**config.mk**
```make
export PLATFORM = sky130hd
export DESIGN_NAME = step4_normalize
export DESIGN_NICKNAME = d
export VERILOG_FILES = /design/src/rtl/step4_normalize.sv
export SDC_FILE = /design/constraint.sdc
export NUM_CORES = 1
export LEC_CHECK = 0
export BUFFER_PORTS_ARGS = -buffer_cell sky130_fd_sc_hd__buf_4
export CAP_MARGIN = 20
export CORE_UTILIZATION = 45
export CTS_CLUSTER_SIZE = 10
export DETAILED_ROUTE_END_ITERATION = 8
export PLACE_DENSITY = 0.78
export REMOVE_ABC_BUFFERS = 1
export SLEW_MARGIN = 40
export SYNTH_ARGS = -nofsm -noshare
export SYNTH_HDL_FRONTEND = slang
export SYNTH_SLANG_ARGS = --single-unit
```
**constraint.sdc**
```tcl
create_clock -name clock -period 6.05 [get_ports clock]
set_input_delay 0.9075 -clock clock [delete_from_list [all_inputs] [get_ports clock]]
set_output_delay 0.9075 -clock clock [all_outputs]
set_load 0.005 [all_outputs]
```
**src/rtl/step4_normalize.sv**
```systemverilog
// Normalize/round stage of the FP MAC multiply path: S1 normalizes the raw significand
// product into [1,2), S2 rounds to nearest-even, adjusts the exponent and flags ovf/zero.
module step4_normalize #(
    parameter  int EXP_W = 8,
    parameter  int MAN_W = 10,
    localparam int PW    = 2 * MAN_W + 2
) (
    input  logic             clock,
    input  logic             resetn,
    input  logic             in_valid,
    output logic             in_ready,
    input  logic             in_out_sign,
    input  logic [EXP_W-1:0] in_ex_add_out,
    input  logic [PW-1:0]    in_sig_mul_out,
    output logic             out_valid,
    input  logic             out_ready,
    output logic             out_sign,
    output logic [EXP_W-1:0] out_exp,
    output logic [MAN_W-1:0] out_mant,
    output logic             out_ovf,
    output logic             out_zero
);

    localparam logic [EXP_W:0] EXP_MAX = {1'b0, {EXP_W{1'b1}}};

    logic             s1Valid_q;
    logic             s1Sign_q,  s1Sign_d;
    logic [MAN_W-1:0] s1Frac_q,  s1Frac_d;
    logic             s1Rinc_q,  s1Rinc_d;
    logic [EXP_W:0]   s1Exp_q,   s1Exp_d;
    logic             s1Zero_q,  s1Zero_d;

    logic             outValid_q;
    logic             outSign_q, outSign_d;
    logic [EXP_W-1:0] outExp_q,  outExp_d;
    logic [MAN_W-1:0] outMant_q, outMant_d;
    logic             outOvf_q,  outOvf_d;
    logic             outZero_q, outZero_d;

    logic             guardBit, stickyBit;
    logic [MAN_W:0]   mantRound;
    logic [MAN_W-1:0] mantAdj;
    logic [EXP_W:0]   expAdj;
    logic             s2Adv, s1Adv;

    assign s2Adv    = !outValid_q || out_ready;
    assign s1Adv    = !s1Valid_q || s2Adv;
    assign in_ready = s1Adv;

    // A product >= 2.0 shifts right by one, bumping the exponent.
    always_comb begin
        s1Frac_d  = in_sig_mul_out[PW-3 -: MAN_W];
        guardBit  = in_sig_mul_out[PW-3-MAN_W];
        stickyBit = |in_sig_mul_out[PW-4-MAN_W:0];
        s1Exp_d   = {1'b0, in_ex_add_out};
        if (in_sig_mul_out[PW-1]) begin
            s1Frac_d  = in_sig_mul_out[PW-2 -: MAN_W];
            guardBit  = in_sig_mul_out[PW-2-MAN_W];
            stickyBit = |in_sig_mul_out[PW-3-MAN_W:0];
            s1Exp_d   = {1'b0, in_ex_add_out} + {{EXP_W{1'b0}}, 1'b1};
        end
        s1Rinc_d = guardBit && (stickyBit || s1Frac_d[0]);
        s1Zero_d = (in_sig_mul_out == '0);
        s1Sign_d = in_out_sign;
    end

    always_comb begin
        mantRound = {1'b0, s1Frac_q} + {{MAN_W{1'b0}}, s1Rinc_q};
        mantAdj   = mantRound[MAN_W-1:0];
        expAdj    = s1Exp_q;
        if (mantRound[MAN_W]) begin
            mantAdj = '0;
            expAdj  = s1Exp_q + {{EXP_W{1'b0}}, 1'b1};
        end
        outSign_d = s1Sign_q;
        outExp_d  = '0;
        outMant_d = '0;
        outOvf_d  = 1'b0;
        outZero_d = 1'b0;
        // True zero wins over everything; underflow to exponent 0 is flushed.
        if (s1Zero_q) begin
            outZero_d = 1'b1;
        end else if (expAdj >= EXP_MAX) begin
            outExp_d = '1;
            outOvf_d = 1'b1;
        end else if (expAdj == '0) begin
            outZero_d = 1'b1;
        end else begin
            outExp_d  = expAdj[EXP_W-1:0];
            outMant_d = mantAdj;
        end
    end

    always_ff @(posedge clock or negedge resetn) begin
        if (!resetn) begin
            s1Valid_q <= 1'b0;
            s1Sign_q  <= 1'b0;
            s1Frac_q  <= '0;
            s1Rinc_q  <= 1'b0;
            s1Exp_q   <= '0;
            s1Zero_q  <= 1'b0;
        end else if (s1Adv) begin
            s1Valid_q <= in_valid;
            if (in_valid) begin
                s1Sign_q <= s1Sign_d;
                s1Frac_q <= s1Frac_d;
                s1Rinc_q <= s1Rinc_d;
                s1Exp_q  <= s1Exp_d;
                s1Zero_q <= s1Zero_d;
            end
        end
    end

    // Output fields only load on a real transfer so they hold steady while stalled.
    always_ff @(posedge clock or negedge resetn) begin
        if (!resetn) begin
            outValid_q <= 1'b0;
            outSign_q  <= 1'b0;
            outExp_q   <= '0;
            outMant_q  <= '0;
            outOvf_q   <= 1'b0;
            outZero_q  <= 1'b0;
        end else if (s2Adv) begin
            outValid_q <= s1Valid_q;
            if (s1Valid_q) begin
                outSign_q <= outSign_d;
                outExp_q  <= outExp_d;
                outMant_q <= outMant_d;
                outOvf_q  <= outOvf_d;
                outZero_q <= outZero_d;
            end
        end
    end

    assign out_valid = outValid_q;
    assign out_sign  = outSign_q;
    assign out_exp   = outExp_q;
    assign out_mant  = outMant_q;
    assign out_ovf   = outOvf_q;
    assign out_zero  = outZero_q;

endmodule

```
# Word-level counts from Yosys, hierarchy flattened
# Index checks and enable logic that the tools add are counted.
# Widths: inputs -> output; s select.
# classes
mul	0
order_cmp	1
n_addsub	3
reduce_logical	12
div	0
bitwise_logic	0
n_eq_ne	0
mux	17
shift	0
# op_table
cell	count
$mux 10	5
$mux 8	3
$logic_not 22->1	1
$mux 9	2
$add 10x1->11	1
$reduce_or 10->1	1
$add 8x1->9 const B	1
$add 9x1->9 const B	1
$ge 9x8->1 const B	1
$logic_not 9->1	1
$reduce_or 9->1	1
$mux 1	7
$reduce_and 2->1	2
$logic_or 1x1->1	3
$logic_not 1->1	2
$logic_and 1x1->1	1
# totals
input_bits	35
ramBits	0
memories	0
latchBits	0
reg_bits	45
output_inout_bits	23
romBits	0

# Depth between registers and ports, before layout
# Gate-level depths: netlist of the first run.
# depth
depth_word	6
ltp_mapped	10

# Least setup slack after synthesis of the first run
# OpenSTA, ideal clock, no wires.
# synth_path
kind	reg-to-reg
from	reg s1Frac_q[0]
to	reg outMant_q[3] (netlist: out_mant[3])
n_path_buf	2
arrival_time_ns	2.218
t_required_ns	5.940
stages_incl_launch_ff	11
path_slack_ns	3.722
synth_period_minus_slack_ns	2.328
path_cell_list	dfrtp_1 ha_1 ha_1 buf_2 inv_1 nor4_1 a21o_1 or3_1 a31o_1 buf_6 o41ai_1
# synth_via
elab_chain_len	6
word_cells_on_any_way	8
classes_between	add/sub: 1; order compare: 1; mux: 5; reduce/logical: 1
# synth_lines
element	line_no	text
start: declaration	28	logic [MAN_W-1:0] s1Frac_q, s1Frac_d;
start signal: assignment	106	s1Frac_q <= s1Frac_d;
$add 10x1->11 (*)	68	mantRound = {1'b0, s1Frac_q} + {{MAN_W{1'b0}}, s1Rinc_q};
parallel branches: the longest is 3 deep, another holds $ge 9x8->1	n/a	
$mux 10 (*)	83	end else if (expAdj >= EXP_MAX) begin
$mux 10 (*)	81	if (s1Zero_q) begin
end signal: assignment	128	outMant_q <= outMant_d;
end: declaration	36	logic [MAN_W-1:0] outMant_q, outMant_d;
# Every way passes the cells marked *.
# A chain may end at the register's enable or synchronous reset.

# Final worst setup path of the first run
# layout_path
from	reg s1Rinc_q
to	reg outMant_q[8] (netlist: out_mant[8])
# layout_via
elab_chain_len	6
word_cells_on_any_way	8
classes_between	add/sub: 1; order compare: 1; mux: 5; reduce/logical: 1
# layout_lines
element	line_no	text
start: declaration	29	logic s1Rinc_q, s1Rinc_d;
start signal: assignment	107	s1Rinc_q <= s1Rinc_d;
$add 10x1->11 (*)	68	
parallel branches: the longest is 3 deep, another holds $ge 9x8->1	n/a	
$mux 10 (*)	83	
$mux 10 (*)	81	
# Marks and branches as above.

==> flow_metrics.env, run 1 <==
export IMPL_r2r_slack_ps=3180
export IMPL_grt_pass1_vias=2283
export IMPL_grt_overflow=0
export IMPL_leakage_uw=0.00144
export IMPL_grt_max_degree=46
export IMPL_hold_depth=2
export IMPL_antenna_found_initial=0
export IMPL_netlist_cell_type_count=53
export IMPL_synth_enable_flop_cells=0
export IMPL_worstSetupEndpointType="flop"
export IMPL_startpoint_type="flop"
export IMPL_diodes=0
export IMPL_worstHoldStart="out_ovf"
export IMPL_yosysSeqAreaShare_pct=41.3
export IMPL_num_rows=27
export IMPL_max_slew_margin_pct=49.2
export IMPL_final_nets=379
export IMPL_cts_max_level=2
export IMPL_m1WireLength_mm=2.72
export IMPL_postCtsHoldBufs=0
export IMPL_cp_data_arrival_time_ps=3030
export IMPL_critical_path_required_ps=6210
export IMPL_critical_path_buf_inv_count=1
export IMPL_period_minus_slack_ps=2870
export IMPL_top_layer="met4"
export IMPL_met2_length_mm=2.86
export IMPL_cts_resized=0
export IMPL_utilization_pct=57.5
export IMPL_synth_largest_area_cell="dfrtp_1"
export IMPL_fin_crit_sh_pct=47.5
export IMPL_min_to="out_ovf"
export IMPL_finalMaxSlewViolations=0
export IMPL_portBuffers=57
export IMPL_peakVddDrop_uv=141
export IMPL_area_delta_synth_final_pct=19.8
export IMPL_syn_avg_cell_area_um2=9.20
export IMPL_max_freq_ghz=0.348
export IMPL_post_cts_repair_setup_buffers=0
export IMPL_cap_violations=0
export IMPL_most_common_layout_cells="58 x buf_4, 54 x nand2_1, 45 x dfrtp_1, 25 x o21ai_0, 16 x nor2_1"
export IMPL_cpPeakStageDelay_ps=630
export IMPL_wire_per_inst_um=14.4
export IMPL_outcome="finished clean"
export IMPL_setup_viol=0
export IMPL_grt_pass1_wl_mm=10.5
export IMPL_vias_per_cell=5.58
export IMPL_power_density_nw_per_um2=281
export IMPL_cts_buffers_inserted=5
export IMPL_drive_above_1_share_pct=22.9
export IMPL_die_area_um2=6370
export IMPL_r2r_end="out_mant[8]"
export IMPL_path_common_cell="ha_1"
export IMPL_fin_worst_skew_ps=7.17
export IMPL_synth_top_area_share_pct=41.3
export IMPL_die_w_um=79.8
export IMPL_crit_path_top_delay_cell="nor4_1"
export IMPL_start_util_pct=48.0
export IMPL_netlist_top_cells_area="dfrtp_1 41%, nand2_1 7.4%, o21ai_0 4.6%, xnor2_1 4.5%, mux2i_1 4.0%"
export IMPL_ys_async_sr_fraction_pct=100
export IMPL_routabilityCongestion=0.858
export IMPL_final_setup_tns_ps=0
export IMPL_ant_nets=0
export IMPL_hold_path_class="flop to flop"
export IMPL_crit_path_cell_trace="ha_1 > ha_1 > inv_1 > nor4_1 > a2bb2oi_1 > a221oi_2 > a31o_1 > o31ai_1"
export IMPL_first_pass_iters=4
export IMPL_synth_seq_cells=45
export IMPL_reg2reg_from="s1Rinc_q"
export IMPL_netlist_area_um2=2720
export IMPL_die_h_um=79.8
export IMPL_cts_tree="yes"
export IMPL_rsz0062_at_grt="no"
export IMPL_drc=0
export IMPL_final_common_cell="buf_4"
export IMPL_routed_wl_mm=5.96
export IMPL_drt_initial_drc_count=95
export IMPL_core_um2=5680
export IMPL_yosysWarningCount=0
export IMPL_crit_type="flop to flop"
export IMPL_hpwl_mm=4.50
export IMPL_clkTransAtPathRegs_ps=80
export IMPL_grt_use_total_pct=20.9
export IMPL_cp_max_fo=10
export IMPL_synthCells=296
export IMPL_tightest_slew_ps=760
export IMPL_cpLargestDelayFamily="compound AO/OA/AOI/OAI gates"
export IMPL_reg2reg_depth=8
export IMPL_top_level_ports=58
export IMPL_wl_met3_um=269
export IMPL_synthFlopType="dfrtp_1"
export IMPL_fill_cells=519
export IMPL_cts_path_max_buffers=2
export IMPL_cts_sinks=45
export IMPL_vias=2306
export IMPL_hold_viol=0
export IMPL_insertion_delay_ps=290
export IMPL_root_buffer="clkbuf_8"
==> metrics by stage <==
step | setup slack [ps] | power [µW] | cell area [µm²] | cells | hold slack [ps]
4_1_cts | 3210 | 924 | 3260 | 413 | 483
6_report | 3180 | 917 | 3260 | 413 | 478
5_1_grt | 2880 | 978 | 3260 | 413 | 503
3_3_place_gp | 3260 | 654 | 3130 | 405 | 456
2_1_floorplan | 3620 | 533 | 2600 | 275 | 454
3_5_place_dp | 3170 | 661 | 3130 | 405 | 463
==> synthesized netlist by cell type (2+ instances only) <==
master,instances
nand4_1,5
dfrtp_1,45
or3_1,2
buf_4,2
mux2_2,2
clkbuf_1,8
nand2_1,54
a211o_1,2
inv_1,4
nand3_1,11
buf_1,2
nor4_1,9
a31oi_1,2
nand4_4,2
o31ai_1,6
mux2i_1,11
xnor2_1,14
ha_1,4
a21o_1,2
nor3_1,4
buf_2,4
xor2_1,12
o21ai_0,25
and3_2,2
nand2b_1,5
and3_1,2
o211ai_1,2
nand4b_1,2
a21oi_1,3
nand3b_1,2
buf_6,3
nor2_1,16
o41ai_1,7
==> how the worst max path moves through the flow <==
stage / startpoint / endpoint / slack [ps] / cells after the start
2_1_floorplan: out_ready / out_mant[3] / 3620 / 6
3_3_place_gp: out_ready / out_mant[7] / 3260 / 7
3_5_place_dp: out_ready / out_mant[9] / 3170 / 7
4_1_cts: s1Rinc_q / out_mant[8] / 3210 / 8
6_report: s1Rinc_q / out_mant[8] / 3180 / 8
5_1_grt: s1Rinc_q / out_mant[8] / 2880 / 8
==> routing by layer <==
metal | GRT usage [%] | vias up
met5 | 0 | -
met4 | 7.14 | 0
met3 | 4.00 | 14
met2 | 35.3 | 75
met1 | 26.6 | 1068
li1 | - | 1149
==> worst min-delay path: stages, from the launching register on <==
cell and delay, ps:
dfrtp_1 350, nand2_1 50, nand2_1 50
==> state kept, by name, summed over array words and instances, names as in the netlist <==
name	count
out_sign	1
out_mant	10
out_ovf	1
out_valid	1
s1Frac_q	10
s1Zero_q	1
s1Valid_q	1
outSign_d	1
out_zero	1
s1Rinc_q	1
s1Exp_q	9
out_exp	8
==> power by group <==
| group | internal (µW) | switching (µW) | leakage [µW] |
|---|---|---|---|
| sequential | 359 | 64.2 | 0.000549 |
| clock | 164 | 99.0 | 0.0000681 |
| combinational | 125 | 106 | 0.000824 |
| total | 648 | 269 | 0.00144 |
==> cell type report <==
type | instances | area [µm²] | share of cell area (%)
tap | 72 | 90.1 | 2.76
multi-input combinational | 226 | 1460 | 44.8
sequential | 45 | 1130 | 34.5
inverter | 4 | 15.0 | 0.460
timing repair buffer | 58 | 435 | 13.3
clock buffer | 5 | 68.8 | 2.11
clock inverter | 3 | 65.1 | 1.99
==> cell families after synthesis <==
kind of cell,share of synthesized area [%]
xor gates and xnor gates,8.36
buffers and inverters,5.01
DFF,41.3
adders and majority gates,1.84
AOI/OAI and AO/OA,14.2
and+or+nand+nor,24.4
muxes,4.87
No activity file was read; power rests on OpenSTA's default activity.
==> run 2: changes to the inputs <==
Clock period 6.05 ns to 3 ns, I/O delays scaled along.
==> run 2 against run 1 <==
- die area is the same
- core utilization grew 0.79 points
- clock skew is 2.6 ps higher
==> flow_metrics.env, run 2 (synthesis results as in run 1) <==
export IMPL_crit_type="flop to flop"
export IMPL_grt_pass1_vias=2188
export IMPL_crit_path_cell_trace="ha_1 > ha_1 > inv_1 > nor3_4 > nor4_1 > or3_1 > a31o_1 > o41ai_1"
export IMPL_p_clk_share_pct=28.8
export IMPL_crit_path_top_delay_cell="nor3_4"
export IMPL_most_common_layout_cells="64 x buf_4, 54 x nand2_1, 45 x dfrtp_1, 25 x o21ai_0, 16 x nor2_1"
export IMPL_cap_violations=0
export IMPL_worstSetupEndpointType="flop"
export IMPL_setup_viol=0
export IMPL_die_w_um=79.8
export IMPL_cpLargestDelayFamily="simple AND/OR/NAND/NOR gates"
export IMPL_critical_path_buf_inv_count=1
export IMPL_drive_above_1_share_pct=24.2
export IMPL_grt_max_degree=46
export IMPL_p_sw_uw=564
export IMPL_insertion_delay_ps=300
export IMPL_diodes=0
export IMPL_final_nets=385
export IMPL_die_h_um=79.8
export IMPL_fin_worst_skew_ps=9.73
export IMPL_cts_path_max_buffers=2
export IMPL_wire_per_inst_um=14.9
export IMPL_routed_wl_mm=6.23
export IMPL_vias=2343
export IMPL_finalMaxSlewViolations=0
export IMPL_drt_initial_drc_count=157
export IMPL_tightest_slew_ps=712
export IMPL_cts_sinks=45
export IMPL_power_frac_seq_pct=45.7
export IMPL_first_pass_iters=4
export IMPL_cts_max_level=2
export IMPL_dp_cells=411
export IMPL_root_buffer="clkbuf_8"
export IMPL_layout_cells_non_filler=419
export IMPL_drc=0
export IMPL_utilization_pct=58.3
export IMPL_postCtsHoldBufs=0
export IMPL_cts_tree="yes"
export IMPL_area_delta_synth_final_pct=21.4
export IMPL_rsz0062_at_grt="no"
export IMPL_max_freq_ghz=0.372
export IMPL_hold_path_class="primary input to async pin"
export IMPL_grt_overflow=0
export IMPL_cts_buffers_inserted=5
export IMPL_leakage_uw=0.00147
export IMPL_fin_crit_sh_pct=89.6
export IMPL_final_common_cell="buf_4"
export IMPL_vias_per_cell=5.59
export IMPL_swShare_pct=30.0
export IMPL_antenna_found_initial=0
export IMPL_cp_data_arrival_time_ps=2880
export IMPL_cp_max_fo=10
export IMPL_grt_use_total_pct=20.7
export IMPL_cpPeakStageDelay_ps=380
export IMPL_cts_resized=0
export IMPL_die_area_um2=6370
export IMPL_start_util_pct=48.0
export IMPL_grt_pass1_wl_mm=10.4
export IMPL_p_int_uw=1310
export IMPL_period_minus_slack_ps=2690
export IMPL_p_comb_share_pct=25.5
export IMPL_outcome="finished clean"
export IMPL_fill_cells=513
export IMPL_path_common_cell="ha_1"
export IMPL_power_density_nw_per_um2=568
export IMPL_peakVddDrop_uv=254
export IMPL_final_setup_tns_ps=0
export IMPL_portBuffers=57
export IMPL_num_rows=27
export IMPL_clkTransAtPathRegs_ps=90
export IMPL_post_cts_repair_setup_buffers=0
export IMPL_top_level_ports=58
export IMPL_hpwl_mm=4.81
export IMPL_startpoint_type="flop"
export IMPL_hold_viol=0
export IMPL_max_slew_margin_pct=52.4
export IMPL_routabilityCongestion=0.888
export IMPL_ant_nets=0
export IMPL_critical_path_required_ps=3190
export IMPL_core_um2=5680
==> run 2: changes by cell type in the layout (fill, tap and decap cells not counted), sizes merged <==
| cell | change |
|---|---|
| buf | +6 |
==> run 2: metrics by stage <==
step	total power, µW	hold slack [ps]	setup WS (ps)	instance area (µm²)
CTS	1890	152	310	3310
global route	1990	175	127	3310
detailed placement	1350	464	321	3170
floorplan	1070	154	658	2600
finish	1880	132	312	3310
global placement	1330	452	482	3170
==> run 2: power groups by stage <==
stage	sequential [µW]	clock (µW)	combinational, µW
6_report	858	540	479
3_5_place_dp	869	0	483
3_3_place_gp	861	0	468
4_1_cts	857	549	484
2_1_floorplan	845	0	230
5_1_grt	877	575	535
==> run 2: layer usage <==
metal / wire, µm / share of wire [%] / GRT usage, % / up-vias
met5: 0 / 0 / 0 / -
met4: 45 / 0.72 / 5.54 / 0
met3: 297 / 4.8 / 2.51 / 5
met2: 2970 / 48 / 33.8 / 74
met1: 2920 / 47 / 29.0 / 1112
li1: - / - / - / 1152
==> run 2: area by class of cell <==
| type | count | area [µm²] | area share (%) |
|---|---|---|---|
| timing repair buffer | 64 | 480 | 14.5 |
| sequential | 45 | 1130 | 34.1 |
| tap | 72 | 90.1 | 2.72 |
| clock buffer | 5 | 68.8 | 2.08 |
| inverter | 4 | 15.0 | 0.454 |
| multi-input combinational | 226 | 1460 | 44.2 |
| clock inverter | 3 | 65.1 | 1.97 |
==> run 2: final timing paths <==
path / startpoint / endpoint / slack (ps) / cells after the start
max: s1Frac_q[0] / out_mant[3] / 310 / 8
min: resetn / out_sign / 130 / 1
max reg2reg: s1Frac_q[0] / out_mant[3] / 310 / 8
min reg2reg: out_ovf / out_ovf / 480 / 2
max in group asynchronous: resetn / s1Frac_q[7] / 2490 / 1
min in group clock: in_valid / s1Valid_q / 360 / 2
